<file path="config.mk">
export PLATFORM = sky130hd
export DESIGN_NAME = cmos_pixel_pack
export DESIGN_NICKNAME = d
export VERILOG_FILES = /design/src/rtl/cmos_pixel_pack.sv
export SDC_FILE = /design/constraint.sdc
export NUM_CORES = 1
export LEC_CHECK = 0
export BUFFER_PORTS_ARGS = -buffer_cell sky130_fd_sc_hd__buf_2
export CORE_MARGIN = 5
export CORE_UTILIZATION = 37
export DETAILED_ROUTE_END_ITERATION = 8
export SLEW_MARGIN = 20
export SYNTH_ARGS = -nofsm -noshare
export SYNTH_HDL_FRONTEND = slang
export SYNTH_SLANG_ARGS = --single-unit
export TNS_END_PERCENT = 50
</file>
<file path="constraint.sdc">
create_clock -name pclk -period 2.15 [get_ports pclk]
set_clock_uncertainty 0.1 [all_clocks]
set_input_delay 0.43 -clock pclk [delete_from_list [all_inputs] [get_ports pclk]]
set_output_delay 0.43 -clock pclk [all_outputs]
set_load 0.02 [all_outputs]
</file>
<file path="src/rtl/cmos_pixel_pack.sv">
// DVP pixel packer: gathers RATIO sensor beats into one output word, with line-end
// padding, frame-start/line-end markers, start-up frame skip and line/frame size counters.
module cmos_pixel_pack #(
  parameter int unsigned IN_W        = 8,
  parameter int unsigned RATIO       = 2,
  parameter int unsigned BYTE_ORDER  = 0,
  parameter int unsigned PAD_PARTIAL = 1,
  parameter int unsigned SKIP_FRAMES = 0,
  parameter int unsigned CNT_W       = 12
) (
  input  logic                  pclk,
  input  logic                  rst_n,
  input  logic                  vs_i,
  input  logic                  de_i,
  input  logic [IN_W-1:0]       pdata_i,
  output logic                  de_o,
  output logic [IN_W*RATIO-1:0] pdata_o,
  output logic                  sof_o,
  output logic                  eol_o,
  output logic                  partial_o,
  output logic [CNT_W-1:0]      line_words_o,
  output logic [CNT_W-1:0]      frame_lines_o
);

  localparam int unsigned OutW  = IN_W * RATIO;
  localparam int unsigned BcW   = $clog2(RATIO);
  localparam int unsigned SkipW = (SKIP_FRAMES > 0) ? $clog2(SKIP_FRAMES + 1) : 1;

  logic             vs_dly_q, de_dly_q;
  logic             synced_q, sof_pend_q;
  logic [SkipW-1:0] skip_q;
  logic [BcW-1:0]   bc_q;
  logic [OutW-1:0]  acc_q;
  logic [CNT_W-1:0] word_cnt_q, line_cnt_q;
  logic             de_o_q, sof_o_q, eol_o_q, partial_o_q;
  logic [OutW-1:0]  pdata_o_q;
  logic [CNT_W-1:0] line_words_q, frame_lines_q;

  logic             vs_rise, beat, line_end, suppress, last_beat, pad_emit, emit, show;
  logic [OutW-1:0]  acc_ins, word;
  logic [CNT_W-1:0] word_cnt_nx, line_cnt_inc;

  always_comb begin
    vs_rise   = vs_i & ~vs_dly_q;
    beat      = synced_q & de_i & ~vs_i;
    line_end  = synced_q & de_dly_q & ~de_i & ~vs_i;
    suppress  = (skip_q != '0);
    last_beat = beat & (bc_q == BcW'(RATIO - 1));
    pad_emit  = line_end & (bc_q != '0) & (PAD_PARTIAL != 0);
    emit      = last_beat | pad_emit;
    show      = emit & ~suppress;

    acc_ins = acc_q;
    for (int k = 0; k < RATIO; k++) begin
      if (bc_q == BcW'(k)) begin
        if (BYTE_ORDER != 0) acc_ins[k*IN_W +: IN_W] = pdata_i;
        else                 acc_ins[OutW - (k+1)*IN_W +: IN_W] = pdata_i;
      end
    end
    // Unfilled slots of a padded word are already zero: acc_q clears on every wrap.
    word = last_beat ? acc_ins : acc_q;

    word_cnt_nx = word_cnt_q;
    if (emit && (word_cnt_q != '1)) word_cnt_nx = word_cnt_q + 1'b1;
    line_cnt_inc = (line_cnt_q != '1) ? line_cnt_q + 1'b1 : line_cnt_q;
  end

  always_ff @(posedge pclk or negedge rst_n) begin
    if (!rst_n) begin
      vs_dly_q      <= 1'b0;
      de_dly_q      <= 1'b0;
      synced_q      <= 1'b0;
      sof_pend_q    <= 1'b0;
      skip_q        <= '0;
      bc_q          <= '0;
      acc_q         <= '0;
      word_cnt_q    <= '0;
      line_cnt_q    <= '0;
      de_o_q        <= 1'b0;
      sof_o_q       <= 1'b0;
      eol_o_q       <= 1'b0;
      partial_o_q   <= 1'b0;
      pdata_o_q     <= '0;
      line_words_q  <= '0;
      frame_lines_q <= '0;
    end else begin
      vs_dly_q    <= vs_i;
      // Qualified with vs_i so a line cut short by vsync never looks like a line end.
      de_dly_q    <= de_i & ~vs_i;
      de_o_q      <= show;
      sof_o_q     <= show & sof_pend_q;
      eol_o_q     <= line_end & ~suppress;
      partial_o_q <= line_end & (bc_q != '0) & ~suppress;

      if (show) begin
        pdata_o_q  <= word;
        sof_pend_q <= 1'b0;
      end

      if (vs_rise) begin
        synced_q      <= 1'b1;
        sof_pend_q    <= 1'b1;
        frame_lines_q <= line_cnt_q;
        line_cnt_q    <= '0;
        if (!synced_q)          skip_q <= SkipW'(SKIP_FRAMES);
        else if (skip_q != '0) skip_q <= skip_q - 1'b1;
      end

      if (vs_i) begin
        bc_q       <= '0;
        acc_q      <= '0;
        word_cnt_q <= '0;
      end else if (line_end) begin
        bc_q         <= '0;
        acc_q        <= '0;
        word_cnt_q   <= '0;
        line_words_q <= word_cnt_nx;
        line_cnt_q   <= line_cnt_inc;
      end else if (beat) begin
        word_cnt_q <= word_cnt_nx;
        if (last_beat) begin
          bc_q  <= '0;
          acc_q <= '0;
        end else begin
          bc_q  <= bc_q + 1'b1;
          acc_q <= acc_ins;
        end
      end
    end
  end

  assign de_o          = de_o_q;
  assign pdata_o       = pdata_o_q;
  assign sof_o         = sof_o_q;
  assign eol_o         = eol_o_q;
  assign partial_o     = partial_o_q;
  assign line_words_o  = line_words_q;
  assign frame_lines_o = frame_lines_q;

endmodule

</file>
==> results_dict.tcl, run 1 <==
set metrics [dict create \
    die_h_um 116 \
    timing.fmax_mhz 494 \
    post-route-util_pct 44.4 \
    fin_total_pwr_uw 3300 \
    area_growth_pct 16.9 \
    synth_compound_area_share_pct 14.8 \
    grt_max_degree 41 \
    crit_family "simple AND/OR/NAND/NOR gates" \
    grt_pass1_wl_um 16200 \
    yosys_warnings 0 \
    cap_viol_max_count 0 \
    synthMuxAreaShare_pct 2.42 \
    cp_num_buf_inv 0 \
    most-common-layout-cells "nand2_1 (94), dfrtp_1 (89), buf_2 (54)" \
    cp_data_required_time_ns 2.26 \
    setup_viol 0 \
    drtPass1Iterations 5 \
    p_leak_uw 0.00245 \
    initial_core_util_pct 38.0 \
    syn-num-nets 434 \
    viasPerCell 5.34 \
    dieWidth_um 116 \
    io_buffers 55 \
    crit_path_max_incr_delay_ns 0.52 \
    cts-buffers-inserted 9 \
    ys_ff_latch 89 \
    hold_start "pdata_i[5]" \
    hpwl_um 6760 \
    final_max_slew_viol_count 0 \
    synth_sequential_area_ratio_pct 53.8 \
    start_kind "flip-flop" \
    critPathKind "flip-flop to flip-flop" \
    worst_pin_slew_ns 0.539 \
    htreeDepth 3 \
    crit_chain "and3b_1, nand4_2, o311ai_0, o211ai_1" \
    num_rows 38 \
    crit_slowest_cell "dfrtp_1" \
    synth_cell_type_count 54 \
    setup_ws_ns 0.127 \
    peakVddDrop_mv 0.274 \
    antenna_cells 0 \
    cts.sinks 89 \
    synth_top_family_by_area "simple AND/OR/NAND/NOR gates" \
    clk_pin_slew_ns 0.09 \
    antenna_found_initial 0 \
    dieArea_mm2 0.0134 \
    seqCellArea_mm2 0.00223 \
    finalHoldViolCount 0 \
    core-area_mm2 0.0109 \
    netlist_area_mm2 0.00414 \
    layout-drive-gt1-share_pct 21.2 \
    multi_input_area_mm2 0.00175 \
    synth_edf_count 0 \
    cts_tree "built" \
    pre_cts_ws_ns 0.0710 \
    final_common_cell "nand2_1" \
    hold_class "primary input to flip-flop" \
    synth_xor_area_share_pct 0.423 \
    yosys.area_share.adder_pct 0.605 \
    finalCriticalPeriod_ns 2.02 \
    finalNetCount 495 \
    r2r-start "synced_q$_DFFE_PN0P_" \
    ys_async_sr_fraction_pct 100 \
    synth-simple-area-share_pct 24.0 \
    io_pins 56 \
    worst-endpoint-arrival_ns 2.13 \
    fill_cells 1050 \
    grt_pass1_vias 3181 \
    cp_max_fo 8 \
    startpoint "synced_q$_DFFE_PN0P_" \
    wl_per_cell_um 15.3 \
    insertion_delay_ns 0.35 \
    synthCells 420 \
    fin_crit_sh_pct 94.1 \
    routed_wirelength_um 9550 \
    rsz0062_at_grt "true" \
    synth_flop_cell "dfrtp_1" \
    drtIter0Drc 207 \
    vias 3343 \
    gr-total-overflow 0 \
    track_usage_pct 15.1 \
    place_congestion 0.881 \
    powerDensity_mw_per_mm2 681 \
    slew_headroom_pct 64.1 \
    cts_buffer_depth 2 \
    root_buffer "clkbuf_8" \
    antenna_left 0 \
    route.detailed.drc 0 \
    outcome "completed" \
    critPathCaptureType "flip-flop" \
    avgSynthCellArea_um2 9.85 \
]
-- what timing repair did --
| item | in CTS | in global routing |
|---|---|---|
| endpoints found under the setup margin | 0 | 7 |
| resized for setup | 0 | 3 |
| buffers inserted | 0 | 0 |
| hold buffers | 1 | 0 |
| endpoints found under the hold margin | 37 | 0 |
-- where the power goes --
part           switching [uW]  internal (uW)  total (uW)  leakage (uW)
clock network             604            461        1060     0.0000903
registers                54.9           1760        1810       0.00121
logic                     270            147         418       0.00115
total                     929           2370        3300       0.00245
-- state kept, by name, indices dropped and copies added (netlist names) --
name           flops
acc_q             16
bc_q               1
de_dly_q           1
de_o               1
eol_o              1
frame_lines_o     12
line_cnt_q        12
line_words_o      12
partial_o          1
pdata_o           16
sof_o              1
sof_pend_q         1
synced_q           1
vs_dly_q           1
word_cnt_q        12
-- final cells by class --
type                            instances  area share [%]
Sequential cell                        89            46.0
Clock buffer                           11            2.92
Tap cell                              140            3.62
Multi-Input combinational cell        297            36.2
Clock inverter                          5           0.801
Timing Repair Buffer                   79            10.0
Inverter                                5           0.388
-- kinds of logic after synthesis --
group	Yosys count
multiplexers	10
adder cells (fa/ha/maj)	2
AND/OR/NAND/NOR	191
buffers and inverters	34
flip-flops	89
AO/OA/AOI/OAI	92
XOR/XNOR	2
-- per-stage QoR --
stage | hold WS [ns] | area, um^2 | instances | setup TNS [ns]
after global placement | 0.338 | 4640 | 609 | 0
after CTS | 0.183 | 4830 | 626 | 0
final | 0.210 | 4840 | 626 | 0
after floorplan | 0.0344 | 4140 | 420 | 0
after detailed placement | 0.346 | 4640 | 609 | 0
after global routing | 0.196 | 4840 | 626 | -0.0165
-- cells in the mapped netlist (all sizes together), types with 2 or more instances --
cell,instances,area [um^2]
nand2,95,364
dfrtp,89,2230
o21ai,26,134
nand3,18,103
a31oi,17,106
nor2,17,63.8
clkbuf,15,58.8
buf,14,87.6
and2,12,75.1
a21oi,11,55.1
nand4,11,75.1
mux2i,10,100
and4,9,78.8
a22o,8,70.1
inv,5,18.8
o31ai,5,37.5
or3,5,31.3
a21o,4,30.0
o211ai,4,30.0
o311ai,4,35.0
a211o,3,26.3
a41oi,3,26.3
and3,3,18.8
nor2b,3,18.8
nor3,3,20.0
nor4,3,33.8
or4,3,22.5
and3b,2,17.5
ha,2,25.0
nand2b,2,12.5
nand3b,2,15.0
xor2,2,17.5
-- path summary, 6_finish.rpt --
kind | endpoint | slack (ns) | depth (start not counted)
setup / recovery | word_cnt_q[11]$_DFFE_PN0P_ | 0.13 | 4
hold / removal | acc_q[13]$_DFFE_PN0P_ | 0.21 | 2
setup reg to reg | word_cnt_q[11]$_DFFE_PN0P_ | 0.13 | 4
hold reg to reg | frame_lines_o[3]$_DFFE_PN0P_ | 0.37 | 2
max in group asynchronous | word_cnt_q[10]$_DFFE_PN0P_ | 0.88 | 3
min in group asynchronous | frame_lines_o[11]$_DFFE_PN0P_ | 0.50 | 2
-- layer usage --
layer,track usage [%],wire [um],share of wire [%],vias to the layer above
met5,0,0,0,-
met4,5.72,127,1.3,0
met3,2.51,476,5.0,9
met2,22.9,4320,45,101
met1,21.9,4620,48,1606
li1,-,-,-,1627
Power figures use the tool's default switching activity.
==> inputs of run 2 (changes only) <==
- CELL_PAD_IN_SITES_DETAIL_PLACEMENT: default -> 2
- CELL_PAD_IN_SITES_GLOBAL_PLACEMENT: default -> 2
- CORE_ASPECT_RATIO: default -> 1.25
- CORE_UTILIZATION: 37 -> 36
- PLACE_DENSITY_LB_ADDON: default -> 0.1
==> run 2 against run 1 <==
Effect of this change:
- sequential cell count stayed put
- sequential share of layout area shrank 1.4 points
- largest power group unchanged
- final cell count fell by 0.64%
- count of clock-buffer cells in the layout unchanged
- final area increased by 3.2%
- core utilization rose by 0.18 points
- highest routed layer unchanged
- first-iteration DRC count down 60%
- die area up 2.6%
- critical endpoint is now line_cnt_q[7]$_DFFE_PN0P_
==> results_dict.tcl, run 2 (synthesis gave the netlist of run 1 again) <==
set metrics [dict create \
    cp.depth 5 \
    most-common-layout-cells "nand2_1 (94), dfrtp_1 (89), buf_2 (54)" \
    setup_viol 0 \
    cts_tree "built" \
    rrSetupSlack_ns 0.08 \
    p_leak_uw 0.00253 \
    io_pins 56 \
    finalHoldViolCount 0 \
    crit_slowest_cell "or4_1" \
    cts_buffer_depth 2 \
    grt_max_degree 40 \
    hpwl_um 8360 \
    finalNonFillerCells 622 \
    worst-endpoint-arrival_ns 2.24 \
    start_kind "flip-flop" \
    die_h_um 130 \
    core-area_mm2 0.0112 \
    clk_pin_slew_ns 0.06 \
    reg2regPathDepth 5 \
    gr-total-overflow 0 \
    dieWidth_um 106 \
    grt_pass1_vias 3917 \
    viasPerCell 5.56 \
    htreeDepth 3 \
    worstReg2RegEnd "line_cnt_q[7]$_DFFE_PN0P_" \
    wl_per_cell_um 19.2 \
    peakVddDrop_mv 0.379 \
    hold_ws_ns 0.221 \
    cp_data_required_time_ns 2.32 \
    insertion_delay_ns 0.34 \
    routed_wirelength_um 12000 \
    hold_depth 2 \
    timing.fmax_mhz 483 \
    place_congestion 0.822 \
    layout-drive-gt1-share_pct 21.8 \
    cpMostUsedCell "and4_2" \
    vias 3459 \
    cts-buffers-inserted 9 \
    antenna_cells 0 \
    post-route-util_pct 44.6 \
    worst_pin_slew_ns 0.498 \
    crit_chain "ha_1, and4_2, and4_2, or4_1, a21oi_1" \
    hold_class "primary input to flip-flop" \
    cp_max_fo 6 \
    drtPass1Iterations 4 \
    outcome "completed" \
    root_buffer "clkbuf_16" \
    critPathCaptureType "flip-flop" \
    r2r-start "line_cnt_q[0]$_DFFE_PN0P_" \
    antenna_left 0 \
    dpl.cell_count 605 \
    initial_core_util_pct 37.0 \
    startpoint "line_cnt_q[0]$_DFFE_PN0P_" \
    slew_headroom_pct 66.7 \
    drtIter0Drc 82 \
    critPathKind "flip-flop to flip-flop" \
    track_usage_pct 18.4 \
    crit_end "line_cnt_q[7]$_DFFE_PN0P_" \
    fin_crit_sh_pct 96.3 \
    fin_total_pwr_uw 3960 \
    route.detailed.drc 0 \
    finalCriticalPeriod_ns 2.07 \
    final_common_cell "nand2_1" \
    crit_family "simple AND/OR/NAND/NOR gates" \
    antenna_found_initial 0 \
    cap_viol_max_count 0 \
    powerDensity_mw_per_mm2 792 \
    finalNetCount 498 \
    io_buffers 55 \
    grt_pass1_wl_um 20000 \
    final_max_slew_viol_count 0 \
    dieArea_mm2 0.0138 \
    crit_path_max_incr_delay_ns 0.48 \
    cts.sinks 89 \
    cp_num_buf_inv 0 \
    area_growth_pct 20.7 \
    num_rows 43 \
]
## run 2: worst min path at each step
stage | from | end | slack (ns)
global placement | rst_n | frame_lines_o[6]$_DFFE_PN0P_ | 0.29
floorplan | rst_n | acc_q[0]$_DFFE_PN0P_ | 0.03
detailed placement | rst_n | frame_lines_o[6]$_DFFE_PN0P_ | 0.30
finish | pdata_i[5] | acc_q[13]$_DFFE_PN0P_ | 0.22
CTS | pdata_i[5] | acc_q[13]$_DFFE_PN0P_ | 0.21
global route | pdata_i[5] | acc_q[13]$_DFFE_PN0P_ | 0.21
## run 2: timing repair
item / 4_1_cts / 5_1_grt
setup buffers: 0 / 2
hold endpoints to repair: 29 / 0
setup endpoints to repair: 0 / 8
resized for setup: 0 / 3
hold buffers: 1 / 0
## run 2: per-stage QoR
step	instance area, um^2	worst slack (ns)	TNS (ns)
global placement	4640	0.116	0
finish	4990	0.0803	0
floorplan	4140	0.208	0
global route	4990	-0.0152	-0.0162
detailed placement	4640	0.0567	0
CTS	4970	0.0331	0
## run 2: where the power goes
| group | internal [uW] | leakage [uW] | switching [uW] |
|---|---|---|---|
| registers | 1760 | 0.00121 | 61.3 |
| logic | 141 | 0.00117 | 274 |
| clock network | 1070 | 0.000157 | 652 |
| total | 2970 | 0.00253 | 988 |
## run 2: worst register-to-register path, cell delays in order, from the launching register on
cell	delay [ns]
dfrtp_1	0.42
ha_1	0.26
and4_2	0.30
and4_2	0.29
or4_1	0.48
a21oi_1	0.15
## run 2: layout make-up
type	instances	area (um^2)
fillers	1211	6200
flip-flops and latches	89	2230
multi-input cells	297	1750
repair buffers	82	508
clock buffers	11	253
well taps	135	169
clock inverters	3	65.1
inverters	5	18.8
## run 2: routing by layer
layer  vias up  track usage, %  share of wire (%)
met3        14            4.06                3.3
li1       1620               -                  -
met1      1772            21.0                 44
met2        53            34.2                 52
met5         -               0                  0
met4         0            6.25                1.4
==> inputs of run 3 (changes only) <==
- CORE_MARGIN: 5 -> default
==> run 3 against run 2 <==
Effect of this change:
- the run now ends with design-rule violations left
- clock power is 5% lower
- final cell count is 0.64% higher
- via count is 1.7% higher
- first-iteration DRC count is 54% higher
- worst setup slack better by 0.010 ns
- hold slack worse by 0.027 ns
- count of clock-buffer cells in the layout is 1 lower
==> results_dict.tcl, run 3 (synthesis gave the netlist of run 1 again) <==
set metrics [dict create \
    cp_data_required_time_ns 2.31 \
    reg2regPathDepth 5 \
    hpwl_um 8510 \
    dieArea_mm2 0.0119 \
    dpl.cell_count 609 \
    die_h_um 122 \
    drtPass1Iterations 6 \
    finalCriticalPeriod_ns 2.06 \
    most-common-layout-cells "nand2_1 (94), dfrtp_1 (89), buf_2 (54)" \
    routed_wirelength_um 12100 \
    wl_per_cell_um 19.4 \
    critPathKind "flip-flop to flip-flop" \
    antenna_found_initial 0 \
    cts-buffers-inserted 9 \
    setup_viol 0 \
    p_leak_uw 0.00254 \
    insertion_delay_ns 0.35 \
    grt_pass1_wl_um 20100 \
    dieWidth_um 97.9 \
    clk_pin_slew_ns 0.06 \
    grt_pass1_vias 3832 \
    grt_max_degree 32 \
    worst_pin_slew_ns 0.437 \
    cap_viol_max_count 0 \
    antenna_cells 0 \
    layout-drive-gt1-share_pct 22.4 \
    track_usage_pct 21.8 \
    finalNonFillerCells 626 \
    io_pins 56 \
    fill_cells 1206 \
    root_buffer "clkbuf_16" \
    peakVddDrop_mv 0.305 \
    finalHoldViolCount 0 \
    fin_crit_sh_pct 95.8 \
    core-area_mm2 0.0111 \
    slew_headroom_pct 70.7 \
    final_common_cell "nand2_1" \
    start_kind "flip-flop" \
    cts.sinks 89 \
    route.detailed.drc 6 \
    worst-endpoint-arrival_ns 2.22 \
    cts_buffer_depth 2 \
    gr-total-overflow 0 \
    critPathCaptureType "flip-flop" \
    area_growth_pct 21.2 \
    io_buffers 55 \
    antenna_left 0 \
    fin_tns_setup_ns 0 \
    final_max_slew_viol_count 0 \
    rsz0062_at_grt "false" \
    powerDensity_mw_per_mm2 773 \
    viasPerCell 5.62 \
    drtIter0Drc 126 \
    hold_depth 2 \
    violations "design-rule violations" \
    finalNetCount 501 \
    htreeDepth 3 \
    cts_tree "built" \
    timing.fmax_mhz 486 \
    num_rows 43 \
    vias 3517 \
    place_congestion 0.772 \
    initial_core_util_pct 37.2 \
    cp_max_fo 6 \
    hold_class "primary input to flip-flop" \
    outcome "complete, but fails checks" \
]
run 3: cell type report:
| cell class | instances | area [um^2] | area share [%] |
|---|---|---|---|
| Clock buffer | 10 | 239 | 4.77 |
| Timing Repair Buffer | 85 | 543 | 10.8 |
| Multi-Input combinational cell | 297 | 1750 | 35.0 |
| Tap cell | 135 | 169 | 3.37 |
| Clock inverter | 5 | 63.8 | 1.27 |
| Sequential cell | 89 | 2230 | 44.4 |
| Inverter | 5 | 18.8 | 0.374 |
run 3: repair_timing:
action                     in CTS  in global routing
hold endpoints to repair       28                  0
setup endpoints to repair       0                  7
hold buffers                    1                  0
resized for setup               0                  3
buffers inserted                0                  1
run 3: stage by stage:
step	total power [uW]	hold WS (ns)	cell area [um^2]	utilization (%)	setup WS, ns
after floorplan	2080	0.0344	4140	-	0.208
after global placement	2270	0.297	4690	42.1	0.135
after detailed placement	2290	0.303	4690	42.1	0.0615
after CTS	3930	0.189	5000	44.9	0.0779
after global routing	4030	0.213	5010	45.0	0.00399
final	3880	0.194	5010	45.0	0.0908
run 3: critical path: stages, from the launching register on:
cell and delay (ns):
dfrtp_1 0.42, ha_1 0.26, and4_2 0.30, and4_1 0.26
or4_1 0.48, a21oi_1 0.16
run 3: path summary, 6_finish.rpt:
path                                              startpoint                             to  slack, ns
worst max register to register     line_cnt_q[0]$_DFFE_PN0P_      line_cnt_q[7]$_DFFE_PN0P_       0.09
worst max-delay path               line_cnt_q[0]$_DFFE_PN0P_      line_cnt_q[7]$_DFFE_PN0P_       0.09
worst min-delay path                                    vs_i             de_dly_q$_DFF_PN0_       0.19
min in group asynchronous                              rst_n  frame_lines_o[11]$_DFFE_PN0P_       0.47
max in group asynchronous                              rst_n      word_cnt_q[3]$_DFFE_PN0P_       0.95
worst min register to register  frame_lines_o[6]$_DFFE_PN0P_   frame_lines_o[6]$_DFFE_PN0P_       0.37
run 3: per-layer routing:
layer | global-route usage [%] | part of all wire [%]
met1 | 26.0 | 43
met2 | 40.4 | 53
met3 | 3.27 | 3.0
met4 | 6.72 | 1.2
met5 | 0 | 0
run 3: power breakdown:
| group | internal [uW] | leakage (uW) | switching [uW] |
|---|---|---|---|
| sequential | 1760 | 0.00121 | 59.9 |
| combinational | 149 | 0.00118 | 281 |
| clock | 937 | 0.000146 | 689 |
